--- config.mk ---
export PLATFORM = sky130hd
export DESIGN_NAME = spi_regbank
export DESIGN_NICKNAME = d
export VERILOG_FILES = /design/src/rtl/spi_regbank_pkg.sv /design/src/rtl/spi_regbank_kbbuf.sv /design/src/rtl/spi_regbank.sv
export SDC_FILE = /design/constraint.sdc
export NUM_CORES = 1
export LEC_CHECK = 0
export BUFFER_PORTS_ARGS = -buffer_cell sky130_fd_sc_hd__buf_2
export CORE_MARGIN = 10
export CORE_UTILIZATION = 30
export DETAILED_ROUTE_END_ITERATION = 12
export PLACE_DENSITY = 0.53
export SYNTH_ARGS = -nofsm -noshare
export SYNTH_HDL_FRONTEND = slang
export SYNTH_SLANG_ARGS = --single-unit
export TNS_END_PERCENT = 50
--- constraint.sdc ---
create_clock -name clk -period 29.5 [get_ports clk]
set_input_delay 5.9 -clock clk [delete_from_list [all_inputs] [get_ports clk]]
set_output_delay 5.9 -clock clk [all_outputs]
set_load 0.02 [all_outputs]
--- src/rtl/spi_regbank_pkg.sv ---
// Shared command codes and readback status layout for the SPI register bank.
package spi_regbank_pkg;

    localparam logic [7:0] CMD_RESET    = 8'h01;
    localparam logic [7:0] CMD_TURBO    = 8'h02;
    localparam logic [7:0] CMD_KEYS     = 8'h10;
    localparam logic [7:0] CMD_HCTRL    = 8'h11;
    localparam logic [7:0] CMD_KB_WR    = 8'h12;
    localparam logic [7:0] CMD_KB_FLUSH = 8'h13;
    localparam logic [7:0] CMD_VMODE    = 8'h40;
    localparam logic [7:0] CMD_UREG_WR  = 8'h50;
    localparam logic [7:0] CMD_UREG_RD  = 8'h58;
    localparam logic [7:0] CMD_STATUS   = 8'h70;

    localparam int unsigned STAT_CNT_LSB   = 57;
    localparam int unsigned STAT_OVF_BIT   = 56;
    localparam int unsigned STAT_T80_BIT   = 55;
    localparam int unsigned STAT_TURBO_BIT = 54;
    localparam int unsigned STAT_VM_LSB    = 50;

    // Field order matches the bit positions above, MSB first.
    typedef struct packed {
        logic [6:0]  kb_count;
        logic        overflow;
        logic        use_t80;
        logic        force_turbo;
        logic [3:0]  video_mode;
        logic [49:0] rsvd;
    } status_t;

endpackage

--- src/rtl/spi_regbank_kbbuf.sv ---
// Keyboard byte FIFO; power-of-two depth, a pop frees a slot for a same-cycle push.
module kbbuf_fifo #(
    parameter int unsigned DEPTH = 16,
    parameter int unsigned WIDTH = 8
) (
    input  logic                   clk,
    input  logic                   reset,
    input  logic                   push,
    input  logic [WIDTH-1:0]       wdata,
    input  logic                   pop,
    input  logic                   flush,
    output logic [WIDTH-1:0]       rdata,
    output logic                   full,
    output logic                   empty,
    output logic [$clog2(DEPTH):0] count
);
    localparam int unsigned AW = $clog2(DEPTH);
    localparam int unsigned CW = AW + 1;

    logic [WIDTH-1:0] r_mem [DEPTH];
    logic [AW-1:0]    r_wptr;
    logic [AW-1:0]    r_rptr;
    logic [CW-1:0]    r_count;
    logic             w_push;
    logic             w_pop;

    assign empty  = (r_count == '0);
    assign full   = (r_count == CW'(DEPTH));
    assign w_pop  = pop && !empty;
    assign w_push = push && (!full || w_pop);
    assign rdata  = r_mem[r_rptr];
    assign count  = r_count;

    always_ff @(posedge clk or posedge reset) begin
        if (reset) begin
            r_wptr  <= '0;
            r_rptr  <= '0;
            r_count <= '0;
        end else if (flush) begin
            r_wptr  <= '0;
            r_rptr  <= '0;
            r_count <= '0;
        end else begin
            if (w_push) r_wptr <= r_wptr + AW'(1);
            if (w_pop)  r_rptr <= r_rptr + AW'(1);
            if (w_push && !w_pop)      r_count <= r_count + CW'(1);
            else if (w_pop && !w_push) r_count <= r_count - CW'(1);
        end
    end

    always_ff @(posedge clk) begin
        if (w_push && !flush) r_mem[r_wptr] <= wdata;
    end
endmodule

--- src/rtl/spi_regbank.sv ---
// Register bank behind the SPI slave: control outputs, keyboard FIFO, user registers, readback.
module spi_regbank
    import spi_regbank_pkg::*;
#(
    parameter int unsigned NUM_UREGS   = 4,
    parameter int unsigned KBBUF_DEPTH = 16,
    parameter int unsigned RST_PULSE   = 16,
    parameter int unsigned VMODE_W     = 2
) (
    input  logic                    clk,
    input  logic                    reset,
    input  logic                    spi_cmd_strobe,
    input  logic [7:0]              spi_cmd,
    input  logic                    spi_msg_end,
    input  logic [63:0]             spi_rxdata,
    output logic [63:0]             spi_txdata,
    output logic                    spi_txdata_valid,
    output logic                    reset_req,
    output logic                    use_t80,
    input  logic                    has_z80,
    output logic                    force_turbo,
    output logic [VMODE_W-1:0]      video_mode,
    output logic [63:0]             keys,
    output logic [7:0]              hctrl1,
    output logic [7:0]              hctrl2,
    output logic [7:0]              kb_rdata,
    output logic                    kb_empty,
    input  logic                    kb_rden,
    output logic [64*NUM_UREGS-1:0] uregs
);
    localparam int unsigned KB_CW = $clog2(KBBUF_DEPTH) + 1;
    localparam int unsigned PW    = 8;

    logic [PW-1:0]    r_pulse_cnt;
    logic             r_use_t80;
    logic             r_overflow;
    logic [63:0]      r_uregs [NUM_UREGS];
    logic             w_kb_push;
    logic             w_kb_pop;
    logic             w_kb_flush;
    logic             w_kb_full;
    logic             w_kb_drop;
    logic [KB_CW-1:0] w_kb_count;
    logic             w_rd_hit;
    logic [63:0]      w_rd_data;
    status_t          w_status;

    assign use_t80    = has_z80 ? r_use_t80 : 1'b1;
    assign w_kb_push  = spi_msg_end && (spi_cmd == CMD_KB_WR);
    assign w_kb_flush = spi_msg_end && (spi_cmd == CMD_KB_FLUSH);
    assign w_kb_pop   = kb_rden && !kb_empty;
    assign w_kb_drop  = w_kb_push && w_kb_full && !w_kb_pop;

    kbbuf_fifo #(
        .DEPTH (KBBUF_DEPTH),
        .WIDTH (8)
    ) u_kbbuf (
        .clk   (clk),
        .reset (reset),
        .push  (w_kb_push),
        .wdata (spi_rxdata[63:56]),
        .pop   (kb_rden),
        .flush (w_kb_flush),
        .rdata (kb_rdata),
        .full  (w_kb_full),
        .empty (kb_empty),
        .count (w_kb_count)
    );

    // Control registers and the stretched reset request; a new 01h restarts the pulse.
    always_ff @(posedge clk or posedge reset) begin
        if (reset) begin
            reset_req   <= 1'b0;
            r_pulse_cnt <= '0;
            r_use_t80   <= 1'b0;
            force_turbo <= 1'b0;
            video_mode  <= '0;
            keys        <= '1;
            hctrl1      <= 8'hFF;
            hctrl2      <= 8'hFF;
            r_overflow  <= 1'b0;
        end else begin
            if (spi_msg_end && (spi_cmd == CMD_RESET)) begin
                r_use_t80   <= spi_rxdata[56];
                reset_req   <= 1'b1;
                r_pulse_cnt <= PW'(RST_PULSE - 1);
            end else if (r_pulse_cnt != '0) begin
                r_pulse_cnt <= r_pulse_cnt - PW'(1);
            end else begin
                reset_req <= 1'b0;
            end

            if (spi_msg_end) begin
                case (spi_cmd)
                    CMD_TURBO: force_turbo      <= spi_rxdata[56];
                    CMD_KEYS:  keys             <= spi_rxdata;
                    CMD_HCTRL: {hctrl2, hctrl1} <= spi_rxdata[63:48];
                    CMD_VMODE: video_mode       <= spi_rxdata[56 +: VMODE_W];
                    default: begin end
                endcase
            end

            if (spi_msg_end && (spi_cmd == CMD_STATUS)) r_overflow <= 1'b0;
            else if (w_kb_drop)                          r_overflow <= 1'b1;
        end
    end

    always_ff @(posedge clk or posedge reset) begin
        if (reset) begin
            for (int unsigned n = 0; n < NUM_UREGS; n++) r_uregs[n] <= '0;
        end else begin
            for (int unsigned n = 0; n < NUM_UREGS; n++) begin
                if (spi_msg_end && (spi_cmd == CMD_UREG_WR + 8'(n))) r_uregs[n] <= spi_rxdata;
            end
        end
    end

    for (genvar g = 0; g < NUM_UREGS; g++) begin : g_uregs
        assign uregs[64*g +: 64] = r_uregs[g];
    end

    always_comb begin
        w_status = '{
            kb_count:    7'(w_kb_count),
            overflow:    r_overflow,
            use_t80:     use_t80,
            force_turbo: force_turbo,
            video_mode:  4'(video_mode),
            rsvd:        '0
        };
    end

    // Read decode; unmapped commands leave w_rd_hit low.
    always_comb begin
        w_rd_hit  = 1'b0;
        w_rd_data = '0;
        for (int unsigned n = 0; n < NUM_UREGS; n++) begin
            if (spi_cmd == CMD_UREG_RD + 8'(n)) begin
                w_rd_hit  = 1'b1;
                w_rd_data = r_uregs[n];
            end
        end
        if (spi_cmd == CMD_STATUS) begin
            w_rd_hit  = 1'b1;
            w_rd_data = w_status;
        end
    end

    always_ff @(posedge clk or posedge reset) begin
        if (reset) begin
            spi_txdata       <= '0;
            spi_txdata_valid <= 1'b0;
        end else if (spi_msg_end) begin
            spi_txdata       <= '0;
            spi_txdata_valid <= 1'b0;
        end else if (spi_cmd_strobe) begin
            spi_txdata       <= w_rd_hit ? w_rd_data : '0;
            spi_txdata_valid <= w_rd_hit;
        end
    end
endmodule

**After elaboration in Yosys (flattened, before gate mapping)**

Memory sizes are Yosys's and may differ from the RTL's.
Cells that the tools add are included.

- Bits in registers: 428
- Latch bits: 0
- RAM bits: 128
- ROM bits: 0
- Output and inout port bits: 415
- Memories kept: 1

Memory list:

| name | words | bits a word | read ports | clocked after Yosys merged registers in | write ports | RTL line | source |
|---|---|---|---|---|---|---|---|
| u_kbbuf.r_mem | 16 | 8 | 1 | 0 | 1 | spi_regbank_kbbuf.sv:20 | `logic [WIDTH-1:0] r_mem [DEPTH];` |

- Add/sub/neg operators: 5
- Multipliers: 0
- Div/mod/pow operators: 0
- $lt $le $gt $ge: 0
- Eq/ne operators: 18
- Shift-type cells: 0
- Multiplexer cells: 31
- Bitwise operators: 0
- Reduce and logical (&&, ||, !) cells: 33

Operator list:

| cell | number |
|---|---|
| $mux 64 | 8 |
| $eq 8x7->1 const B | 10 |
| $eq 8x5->1 const B | 4 |
| $mux 4 | 4 |
| $mux 8 | 2 |
| $logic_and 1x1->1 | 15 |
| $mux 5 | 3 |
| $mux 1 | 14 |
| $reduce_bool 2->1 | 5 |
| $add 4x1->4 const B | 2 |
| $eq 8x1->1 const B | 1 |
| $eq 8x2->1 const B | 1 |
| $reduce_and 2->1 | 4 |
| $reduce_bool 8->1 | 1 |
| $sub 8x1->8 const B | 1 |
| $add 5x1->5 const B | 1 |
| $eq 5x5->1 const B | 1 |
| $logic_not 1->1 | 5 |
| $logic_not 5->1 | 1 |
| $sub 5x1->5 const B | 1 |
| $reduce_bool 3->1 | 1 |
| $ne 2x2->1 const B | 1 |
| $logic_or 1x1->1 | 1 |

**Longest topological paths before layout**

- Word-level depth: 10
- Depth in mapped cells: 11
- Gate-level depth less buffers: 10

**Hierarchy**

From an unflattened synthesis, not the netlist that was laid out.

- Cell total of the unflattened synthesis: 1572
- Area total of the unflattened synthesis: 23580.1 µm²

Modules (own cells, without submodules):

| module | instances | cells an instance | area an instance (µm²) | seq. area each (µm²) |
|---|---|---|---|---|
| spi_regbank | 1 | 1259 | 17775.8 | 10485.1 |
| kbbuf_fifo | 1 | 313 | 5804.3 | 4169.0 |

**Least setup slack after synthesis**

OpenSTA, ideal clock, no wires.

- Path kind: input-to-output
- Start: input has_z80
- End: output use_t80
- Arrival time: 6.077 ns
- Data required time: 23.600 ns
- Path slack: 17.523 ns
- Stages on the path: 1
- Path through: nand2b_1

- Cells in the longest elaborated chain, start to end: 1

Ends and longest elaborated chain:

| what | RTL line | source |
|---|---|---|
| start, declared | spi_regbank.sv:20 | `input logic has_z80,` |
| $mux 1 | spi_regbank.sv:48 | `assign use_t80 = has_z80 ? r_use_t80 : 1'b1;` |
| end, declared | spi_regbank.sv:19 | `output logic use_t80,` |

No other way between the ends.

**Final worst setup path**

Ends and elaborated chain as after synthesis.

==> out/summary.md <==
The slack of the worst reg-to-reg path was 26.07 ns. The later pin in the worst-skew pair is clocked with a latency of 0.60 ns. The worst reg2reg path startpoint is u_kbbuf.count[0]$_DFFE_PP0P_.

The floorplan core area is 0.0759 mm2. The clock passes through at most 3 buffers. The main flop type after synthesis was sky130_fd_sc_hd__dfrtp_1.

The utilization after layout is 0.378. Setup repair after global routing left no endpoint under its margin. After detailed routing, the number of remaining DRC violations is 0.

The first global-routing pass estimated 119000 um of wire. Counting stages on the worst path, the most repeated cell is sky130_fd_sc_hd__buf_2. Summing every instance area after synthesis gives 0.0230 mm2. In this run the vertical extent of the chip is 297 um.

Power spread over the standard cell area amounts to 68.6 mW/mm2. The run gives 49.2 uV as the peak supply drop. Dividing the synthesized area by the synthesized cell count gives 15.1 um2. Per-cell routed wire length: 25.8 um.

Synthesis produced 1525 cells. The tools report the via count of the first global-routing pass as 16600. The kind of capture point of the worst setup path was a primary output. Sorting the synthesized cells by area gives the leading types as sky130_fd_sc_hd__dfrtp_1 (38%), sky130_fd_sc_hd__mux2_2 (19%), sky130_fd_sc_hd__edfxtp_1 (17%), sky130_fd_sc_hd__dfstp_2 (9.1%), sky130_fd_sc_hd__mux4_2 (4.1%). The share of layout cells above drive strength 1 was 0.550; the number of antenna-violating nets in the routed design was 0. Across the run, the number of max-cap violations was 0. The number of buffers inserted by hold repair at cts was 0; the register bit total from synthesis was 556. In this design, the largest share of critical-path delay is due to buffers and inverters. The starting density of the core is 0.303.

TritonCTS built the clock tree. The clock period could shrink to 12.25 ns. Data required time of the critical path: 23.60 ns. The tools report the critical path endpoint as use_t80. Routability-driven placement finished with a final weighted congestion of 0.826. Pin placement for this block handled 493 I/O pins. The worst register-to-register path ends at u_kbbuf.count[4]$_DFFE_PP0P_.

The analysis attributes to cell leakage a power of 14.0 nW. The run gives 4 as the first-pass detailed-route iteration total. In this run the number of cells on the critical path is 3.

For the max-slew violation count, the log shows 0. For the DRC marker count from the first detailed-route iteration, the log shows 1055. The largest stage delay on the critical path works out to 0.18 ns.

Across all hold checks on the routed design, the worst slack comes to 0.473 ns. The critical path goes through buf_2 -> nand2b_1 -> buf_2. Based on the critical path, the design can be clocked at up to 81.6 MHz. The number of sinks driven by the clock tree was 556. The pin slew with the least headroom to its limit came out at 1.16 ns. The critical path's slowest cell was sky130_fd_sc_hd__buf_2. The total buffers and inverters traversed by the critical path was 2. The final cycle utilization of the critical path was 0.415.

The run finished with clean final reports. Layout filler cell count: 7313. STA classifies the critical path startpoint as a primary input. The total negative slack was 0 ns; the final count of negative-setup-slack endpoints was 0.

Counting flops with a built-in enable in the synthesized netlist gives 128. The final wirelength is 79900 um. The number of nets in the finished design is 2107. The tightest min-delay check is of the reg -> reg type. In this run the worst setup path begins at has_z80. On the final layout, the worst clock skew is 0.0239 ns.

The category of the most critical setup path is in -> out. The run gives 3 as the CTS H-tree depth. Entering global routing, the biggest net connects 101 pins. The initial antenna violation count was 3. Using the TritonRoute via totals, the vias-per-cell ratio works out to 4.90. Yosys synthesis warning count: 0. The total overflow left after global routing is 0. Largest fanout on the critical path: 2. The biggest area consumer among synthesized cells was sky130_fd_sc_hd__dfrtp_1. The horizontal die dimension is 297 um. For the max-slew headroom at the worst pin, the log shows 0.213. The share of synthesized registers carrying an async set or reset works out to 0.770. The proportion of netlist area held by the largest area contributor came out at 0.379. When the netlist entered floorplanning its net count stood at 1616. Buffers placed on the I/O ports in this run total 492. Once detailed placement completed, the half-perimeter wirelength came to 55100 um. Post-CTS repair changed the size of 0 cells. The data arrival time of the critical path was 6.36 ns. From synthesis to final layout, the design area changed by 24.9%.

The clock-pin slew reported for the worst setup and hold paths after clock tree synthesis was 0.05 ns; the number of rows created at floorplan was 101. The count of different cell masters after synthesis was 47; the fraction of the yosys area taken by sequential cells was 0.637. The number of cells traversed by the worst register-to-register path is 10. The aggregate global-route resource usage came out at 0.177. The via count was 15200; the total power consumption of the routed design was 0.00197 W.

The logs give 0 for the number of hold violations in the final report and 0 for the post-CTS setup buffer count. Clock root buffer: sky130_fd_sc_hd__clkbuf_16. The die covers 0.0881 mm2.

In this run, CTS created clock tree buffers numbering 66.
[layout by cell type, fill, tap and decap left out, drive strengths merged, types with 14 or more instances in the layout]
cell    synthesis  routed
o21ai          66      66
dfstp          80      80
mux2          396     396
clkinv          0      16
a22oi          16      16
clkbuf         48      98
o221ai         54      54
and2           17      17
edfxtp        128     128
nor2           76      76
buf            40     511
mux4           42      42
nand3          14      14
dfrtp         348     348
nand2          98      98
[worst reg2reg max path: cells and delay by family (launching register included)]
kind	cells	cell delay, ns
and+or+nand+nor	3	1.27
adders and majority gates	2	0.54
AOI/OAI and AO/OA	3	0.52
DFF	1	0.45
muxes	1	0.35
buffers and inverters	1	0.17
[where the power goes]
part           internal [W]  total [W]  switching [W]
Sequential         0.000826   0.000867      0.0000410
Clock              0.000474   0.000808       0.000333
Combinational      0.000119   0.000297       0.000178
Total               0.00142    0.00197       0.000553
[metrics by stage]
stage	instances	area [um2]	setup WS (ns)
floorplan	1525	23000	11.81
global placement	2978	26600	17.24
detailed placement	2978	26600	17.25
CTS	3100	28700	17.25
global route	3100	28700	17.22
finish	3101	28700	17.25
[routing by layer]
layer,up-vias,share of wire,track usage
met5,-,0.00043,0
met4,4,0.021,0.0487
met3,98,0.080,0.0604
met2,477,0.49,0.302
met1,7981,0.41,0.211
li1,6646,-,-
[logic make-up (layout without fill, tap and decap cells)]
| group | Yosys count | in the layout | share of synthesized area |
|---|---|---|---|
| flops | 556 | 556 | 0.637 |
| mux | 442 | 442 | 0.237 |
| simple gates | 253 | 253 | 0.0526 |
| compound gates | 157 | 157 | 0.0459 |
| buf+inv | 97 | 642 | 0.0177 |
| fa+ha+maj | 13 | 13 | 0.00740 |
| xor+xnor | 7 | 7 | 0.00267 |
| other cells | 0 | 1 | 0 |
[synthesized netlist by cell type (5+ instances only)]
cell type / instances
sky130_fd_sc_hd__nor3_1: 5
sky130_fd_sc_hd__nand2_1: 98
sky130_fd_sc_hd__a22oi_1: 16
sky130_fd_sc_hd__edfxtp_1: 128
sky130_fd_sc_hd__nand3_1: 14
sky130_fd_sc_hd__inv_1: 9
sky130_fd_sc_hd__and2_1: 17
sky130_fd_sc_hd__mux2_2: 386
sky130_fd_sc_hd__or4_1: 5
sky130_fd_sc_hd__mux2_1: 10
sky130_fd_sc_hd__dfrtp_1: 348
sky130_fd_sc_hd__o21ai_0: 66
sky130_fd_sc_hd__buf_1: 6
sky130_fd_sc_hd__o221ai_1: 54
sky130_fd_sc_hd__a21oi_1: 11
sky130_fd_sc_hd__clkbuf_1: 48
sky130_fd_sc_hd__ha_1: 12
sky130_fd_sc_hd__xor2_1: 5
sky130_fd_sc_hd__dfstp_2: 80
sky130_fd_sc_hd__nor2_1: 75
sky130_fd_sc_hd__buf_2: 34
sky130_fd_sc_hd__mux4_2: 42
[flip-flops by register name, indices dropped and copies added (netlist names)]
signal            flops
u_kbbuf.count         5
spi_txdata           64
u_kbbuf.r_rptr        4
force_turbo           1
uregs               256
spi_txdata_valid      1
r_pulse_cnt           8
r_overflow            1
reset_req             1
keys                 64
hctrl2                8
hctrl1                8
u_kbbuf.r_mem       128
r_use_t80             1
u_kbbuf.r_wptr        4
video_mode            2
[final cells by class]
type | instances | area, um2 | share of cell area
flip-flops and latches | 556 | 14700 | 0.510
inverters | 9 | 41.3 | 0.00144
clock buffers | 98 | 1930 | 0.0670
clock inverters | 24 | 216 | 0.00753
repair buffers | 511 | 2610 | 0.0908
multi-input cells | 872 | 8000 | 0.278
well taps | 1030 | 1290 | 0.0448
diodes | 1 | 2.50 | 0.0000871
[how the worst min path moves through the flow]
stage	cells after the start	from	slack (ns)	to
5_1_grt	2	spi_txdata[61]$_DFFE_PP0P_	0.49	spi_txdata[61]$_DFFE_PP0P_
3_3_place_gp	2	spi_txdata[60]$_DFFE_PP0P_	0.46	spi_txdata[60]$_DFFE_PP0P_
3_5_place_dp	2	spi_txdata[61]$_DFFE_PP0P_	0.46	spi_txdata[61]$_DFFE_PP0P_
2_1_floorplan	1	r_use_t80$_DFFE_PP0P_	0.47	r_use_t80$_DFFE_PP0P_
4_1_cts	2	spi_txdata[61]$_DFFE_PP0P_	0.47	spi_txdata[61]$_DFFE_PP0P_
6_report	2	spi_txdata[61]$_DFFE_PP0P_	0.47	spi_txdata[61]$_DFFE_PP0P_
Note: power is estimated with default switching activity, not from simulation.
